### src/rtl/spi_sched_pkg.sv
// ============================================================================
// spi_sched_pkg : shared types and constants for the SPI configuration scheduler
// Revision      : 1.0
// ============================================================================
`default_nettype none

package spi_sched_pkg;

  localparam int WORD_W = 16;

  typedef enum logic [1:0] {
    ST_IDLE      = 2'd0,
    ST_WAIT_DONE = 2'd1,
    ST_GAP       = 2'd2
  } state_t;

  localparam logic [1:0] OWNER_NONE  = 2'd0;
  localparam logic [1:0] OWNER_HOST  = 2'd1;
  localparam logic [1:0] OWNER_SWEEP = 2'd2;

endpackage

`default_nettype wire

### src/rtl/spi_rr_arb2.sv
// ============================================================================
// spi_rr_arb2 : combinational two-input round-robin pick (host vs sweep)
// Revision    : 1.0
// ============================================================================
`default_nettype none

module spi_rr_arb2
  import spi_sched_pkg::*;
(
  input  logic       host_req_i,
  input  logic       sweep_req_i,
  input  logic [1:0] last_grant_i,
  output logic [1:0] grant_o
);

  always_comb begin
    grant_o = OWNER_NONE;
    if (host_req_i && sweep_req_i) begin
      // On a tie the requester that did not win last time goes first.
      grant_o = (last_grant_i == OWNER_HOST) ? OWNER_SWEEP : OWNER_HOST;
    end else if (host_req_i) begin
      grant_o = OWNER_HOST;
    end else if (sweep_req_i) begin
      grant_o = OWNER_SWEEP;
    end
  end

endmodule

`default_nettype wire

### src/rtl/spi_cfg_scheduler.sv
// ============================================================================
// spi_cfg_scheduler : shares one 16-bit SPI master between host and sweep paths
// Revision          : 1.0
// ============================================================================
`default_nettype none

module spi_cfg_scheduler
  import spi_sched_pkg::*;
#(
  parameter int unsigned GAP_CYCLES     = 4,
  parameter int unsigned TIMEOUT_CYCLES = 255
) (
  input  logic              Clk,
  input  logic              reset_n,
  input  logic              HostReq,
  input  logic [WORD_W-1:0] HostData,
  output logic              HostDone,
  input  logic              SweepReq,
  input  logic [WORD_W-1:0] SweepData,
  output logic              SweepDone,
  output logic [WORD_W-1:0] SpiSerialData,
  output logic              SpiDataoutStart,
  input  logic              SpiDataoutDone,
  output logic              Busy,
  output logic [1:0]        Grant,
  output logic              TimeoutErr,
  input  logic              ErrClear
);

  localparam int unsigned CNT_MAX = (TIMEOUT_CYCLES > GAP_CYCLES) ? TIMEOUT_CYCLES : GAP_CYCLES;
  localparam int          CNT_W   = $clog2(CNT_MAX + 1);
  localparam logic [CNT_W-1:0] TMO_LAST = CNT_W'(TIMEOUT_CYCLES);
  localparam logic [CNT_W-1:0] GAP_LAST = CNT_W'((GAP_CYCLES > 0) ? GAP_CYCLES - 1 : 0);

  state_t            state_q, state_d;
  logic [CNT_W-1:0]  cnt_q, cnt_d;
  logic [1:0]        grant_q, grant_d;
  logic [1:0]        last_q, last_d;
  logic [WORD_W-1:0] data_q, data_d;
  logic              start_q, start_d;
  logic              host_done_q, host_done_d;
  logic              sweep_done_q, sweep_done_d;
  logic              err_q, err_d;
  logic [1:0]        pick;

  spi_rr_arb2 u_arb (
    .host_req_i   (HostReq),
    .sweep_req_i  (SweepReq),
    .last_grant_i (last_q),
    .grant_o      (pick)
  );

  always_ff @(posedge Clk or negedge reset_n) begin
    if (!reset_n) begin
      state_q      <= ST_IDLE;
      cnt_q        <= '0;
      grant_q      <= OWNER_NONE;
      last_q       <= OWNER_SWEEP;
      data_q       <= '0;
      start_q      <= 1'b0;
      host_done_q  <= 1'b0;
      sweep_done_q <= 1'b0;
      err_q        <= 1'b0;
    end else begin
      state_q      <= state_d;
      cnt_q        <= cnt_d;
      grant_q      <= grant_d;
      last_q       <= last_d;
      data_q       <= data_d;
      start_q      <= start_d;
      host_done_q  <= host_done_d;
      sweep_done_q <= sweep_done_d;
      err_q        <= err_d;
    end
  end

  always_comb begin
    state_d      = state_q;
    cnt_d        = cnt_q;
    grant_d      = grant_q;
    last_d       = last_q;
    data_d       = data_q;
    start_d      = 1'b0;
    host_done_d  = 1'b0;
    sweep_done_d = 1'b0;
    err_d        = ErrClear ? 1'b0 : err_q;

    case (state_q)
      ST_IDLE: begin
        if (pick != OWNER_NONE) begin
          grant_d = pick;
          last_d  = pick;
          data_d  = (pick == OWNER_HOST) ? HostData : SweepData;
          start_d = 1'b1;
          cnt_d   = '0;
          state_d = ST_WAIT_DONE;
        end
      end
      ST_WAIT_DONE: begin
        if (SpiDataoutDone || (cnt_q == TMO_LAST)) begin
          // A timeout sets the flag even if ErrClear is asserted this cycle.
          if (!SpiDataoutDone) begin
            err_d = 1'b1;
          end
          host_done_d  = (grant_q == OWNER_HOST);
          sweep_done_d = (grant_q == OWNER_SWEEP);
          grant_d      = OWNER_NONE;
          cnt_d        = '0;
          state_d      = (GAP_CYCLES == 0) ? ST_IDLE : ST_GAP;
        end else begin
          cnt_d = cnt_q + CNT_W'(1);
        end
      end
      ST_GAP: begin
        if (cnt_q == GAP_LAST) begin
          state_d = ST_IDLE;
        end else begin
          cnt_d = cnt_q + CNT_W'(1);
        end
      end
      default: state_d = ST_IDLE;
    endcase
  end

  assign HostDone        = host_done_q;
  assign SweepDone       = sweep_done_q;
  assign SpiSerialData   = data_q;
  assign SpiDataoutStart = start_q;
  assign Busy            = (state_q != ST_IDLE);
  assign Grant           = grant_q;
  assign TimeoutErr      = err_q;

endmodule

`default_nettype wire

### config.mk
export PLATFORM = sky130hd
export DESIGN_NAME = spi_cfg_scheduler
export DESIGN_NICKNAME = d
export VERILOG_FILES = /design/src/rtl/spi_sched_pkg.sv /design/src/rtl/spi_rr_arb2.sv /design/src/rtl/spi_cfg_scheduler.sv
export SDC_FILE = /design/constraint.sdc
export NUM_CORES = 1
export LEC_CHECK = 0
export ABC_AREA = 1
export CAP_MARGIN = 20
export CORE_MARGIN = 5
export CORE_UTILIZATION = 46
export DETAILED_ROUTE_END_ITERATION = 8
export GPL_ROUTABILITY_DRIVEN = 1
export PLACE_DENSITY = 0.8
export SYNTH_ARGS = -nofsm -noshare
export SYNTH_HDL_FRONTEND = slang
export SYNTH_SLANG_ARGS = --single-unit
### constraint.sdc
create_clock -name Clk -period 1.9 [get_ports Clk]
set_clock_uncertainty 0.05 [all_clocks]
set_input_delay 0.475 -clock Clk [delete_from_list [all_inputs] [get_ports Clk]]
set_output_delay 0.475 -clock Clk [all_outputs]
set_load 0.03 [all_outputs]
==> metrics.txt <==
dominant cells by area after synthesis=dfrtp_1 44%, nand2_1 15%, nor2_1 5.8%, a31oi_1 5.3%, inv_1 4.4%; Layout area overhead=43.85%; internal power=2.171 mW; total via count in the routed design=1752; sw power=1.659 mW; total of warnings raised by yosys=0; worst-case register-to-register setup slack=0.29 ns; max-slew violation total from the final report=0; Detailed Route Iter0 Violations=71; total setup violations reported at the end of the flow=0; worst reg2reg path endpoint=cnt_q[1]; post-synthesis cell type with the largest combined area=dfrtp_1; final weighted congestion in routability-driven placement=0.8466; Post-Synthesis Cells=233; post-route antenna net violation count=0; clk slew on worst S/H paths=~0.07 ns; clock tree root driver cell=clkbuf_8; startpoint class of the critical path=register; CP max stage cell=clkdlybuf4s50_1; total area of multi-input combinational cells=878.3 µm²; fraction of the cycle the final worst path needs=between 90% and 100%; Period minus WS final=1.850 ns; number of setup buffers added after CTS=0; GRT Residual Overflow=0; core area=between 3000 and 4000 µm²; clock latency on the worst-skew pair=0.28 ns; depth of the CTS H-tree=2; count of fill cells added during filler insertion=340; element type at the critical path end=output port; via count of the first global-routing pass=1714; critical path type=reg2out; class of the tightest hold or removal check=reg2reg; sequential share of the synthesized area=45.52%; number of DRC violations after detailed routing=0; storage element area=852.1 µm²; post-detailed-route wirelength per cell=12.83 µm; IR drop worst, VDD=786.6 µV; IO buf count=60; top cell family by delay on the critical path=buffers and inverters; Die Ht=between 70 and 80 µm; die span in x=73.79 µm; cts bufs inserted=5; initial antenna violation count=0; wire length of the first global-routing pass=7.590 mm; number of vias per cell=4.977; initial core utilization=47.13%; detailed-placement wirelength estimate=about 3.5 mm; met1 usage in global routing=20.19%; number of primary I/O pins=61; critical hold path startpoint=cnt_q[1]; startpoint of the worst register-to-register path=state_q[0]; part of the power in the clock network=14.4%; area share of the largest cell type after synthesis=44.12%; detailed-route wire length=4.515 mm; worst reg2reg path depth=7; total number of clock tree sinks=34; total buffers and inverters traversed by the critical path=1; total of max-cap violations=0; headroom to the max-slew limit=76.97%; Cell Pwr Density=about 1400 nW/µm²; cell depth of the worst hold path=2; proportion of power drawn by flip-flops and latches=30.0%; number of flip-flops and latches in the synthesized netlist=34; net switching fraction of the power=43.32%; busiest layer in global routing=met2; arrival time worst endpoint=1.32 ns; share of post-route cells with drive strength above 1=10.26%; result of the run=finished, final reports clean; largest net degree at the start of global routing=35; clock tree from TritonCTS=built; sum of negative setup slack=0 ns; total nets after synthesis=between 200 and 300; Overall Power=3.830 mW; Highest Clock Rate=0.5406 GHz; DR pass1 iterations=4; synthesized area per cell=8.033 µm²; worst path cell trace=clkdlybuf4s50_1; actual slew at the worst max-slew pin=0.3449 ns; CP peak stage delay=0.68 ns; # diodes=0; share of power burned in combinational logic=55.6%; final hold violation count=0; GRT Total Usage=18.25%; met2 GRT Util=30.41%; required time reported for the critical path endpoint=1.37 ns; Leak=~1.3 nW; final net count=345; met3 track utilization from global routing=between 8 and 9%; number of buffers on the longest clock path=2; CP Max Fanout=2; post-synthesis cell type count=25; synthesized area=1872 µm²; number of core rows=23; Total Die Area=around 5400 µm²; unrepaired setup endpoints after global routing=no; end point of the most critical hold path=cnt_q[1]
## power groups by stage
stage,combinational (mW),clock [mW],sequential (mW)
finish,2.13,0.553,1.15
global route,2.32,0.601,1.19
CTS,2.12,0.563,1.16
detailed placement,2.11,0,1.17
global placement,2.08,0,1.15
floorplan,0.908,0,1.56
## sequential cells by signal (all words and copies together) (netlist names)
register	count
last_q	2
SpiSerialData	16
SpiDataoutStart	1
SweepDone	1
Grant	2
HostDone	1
state_q	2
cnt_q	8
TimeoutErr	1
## worst max path at each step
stage | start | to | slack, ns | depth (start not counted)
after floorplan | state_q[0] | SpiSerialData[13] | 0.38 | 7
after global placement | SweepReq | cnt_q[4] | 0.06 | 8
after detailed placement | SweepReq | cnt_q[4] | 0.01 | 8
after CTS | TimeoutErr | TimeoutErr | 0.006 | 1
after global routing | SpiSerialData[13] | SpiSerialData[13] | 0.007 | 1
final | SpiSerialData[13] | SpiSerialData[13] | 0.05 | 1
## synthesized netlist by cell type
cell type and instances:
nor2_4 2, nand3_4 1, o32ai_1 1, nand3_1 12, inv_2 4, a31oi_4 1
dfrtp_1 33, o21ai_1 1, a21oi_4 2, dfstp_2 1, nand2_1 76, inv_1 22
a31oi_1 16, nand2_4 1, buf_4 1, o21ai_0 7, buf_6 4, nor2_1 29
o21ai_2 1, nand4_1 7, clkbuf_1 1, nor3_1 1, nor4_2 1, nor2_2 2
ha_1 6
## layout make-up
type,count,share of cell area (%)
multi-input cells,167,32.62
clock buffers,8,3.346
repair buffers,67,26.44
inverters,26,3.625
flip-flops and latches,34,31.65
well taps,50,2.323
## metrics by stage
| stage | hold slack (ns) | instance area (µm²) | worst slack [ns] | utilization [%] | std cells |
|---|---|---|---|---|---|
| 4_1_cts | 0.4758 | 2658 | 0.006025 | 66.92 | 352 |
| 2_1_floorplan | 0.1294 | 1872 | 0.3781 | - | 233 |
| 3_5_place_dp | 0.4605 | 2566 | 0.01360 | 64.62 | 344 |
| 5_1_grt | 0.4857 | 2693 | 0.006947 | 67.80 | 352 |
| 3_3_place_gp | 0.4491 | 2566 | 0.05898 | 64.62 | 344 |
| 6_report | 0.4740 | 2693 | 0.05029 | 67.80 | 352 |
## repair_timing
item,4_1_cts,5_1_grt
resized for setup,2,11
hold buffers,0,0
setup endpoints to repair,2,11
## logic make-up (layout without fill, tap and decap cells)
group | Yosys count | after routing | synth area share, %
compound gates | 29 | 29 | 11.30
simple gates | 132 | 132 | 30.95
fa+ha+maj | 6 | 6 | 4.011
buf+inv | 32 | 101 | 8.222
flops | 34 | 34 | 45.52
## layout by cell type, fill, tap and decap left out
cell / netlist / routed
inv_1: 22 / 22
o21ai_1: 1 / 1
dlymetal6s2s_1: 0 / 10
nand4_1: 7 / 7
nor2_2: 2 / 2
dfrtp_1: 33 / 33
nand3_1: 12 / 12
buf_4: 1 / 5
nor3_1: 1 / 1
ha_1: 6 / 5
inv_2: 4 / 4
clkbuf_8: 0 / 6
a21oi_4: 2 / 2
a31oi_4: 1 / 1
ha_4: 0 / 1
buf_12: 0 / 3
nand2_4: 1 / 1
o21ai_0: 7 / 7
o21ai_2: 1 / 1
clkbuf_1: 1 / 2
nand2_1: 76 / 76
nor2_4: 2 / 2
a31oi_1: 16 / 16
o32ai_1: 1 / 1
clkdlybuf4s50_1: 0 / 48
nand3_4: 1 / 1
dlygate4sd2_1: 0 / 1
dfstp_2: 1 / 1
nor4_2: 1 / 1
nor2_1: 29 / 29
## layer usage
metal	part of all wire [%]	routed length, µm
met1	40	1828
met2	48	2183
met3	9.7	439
met4	1.4	64
met5	0	0
No activity file was read; power rests on OpenSTA's default activity.
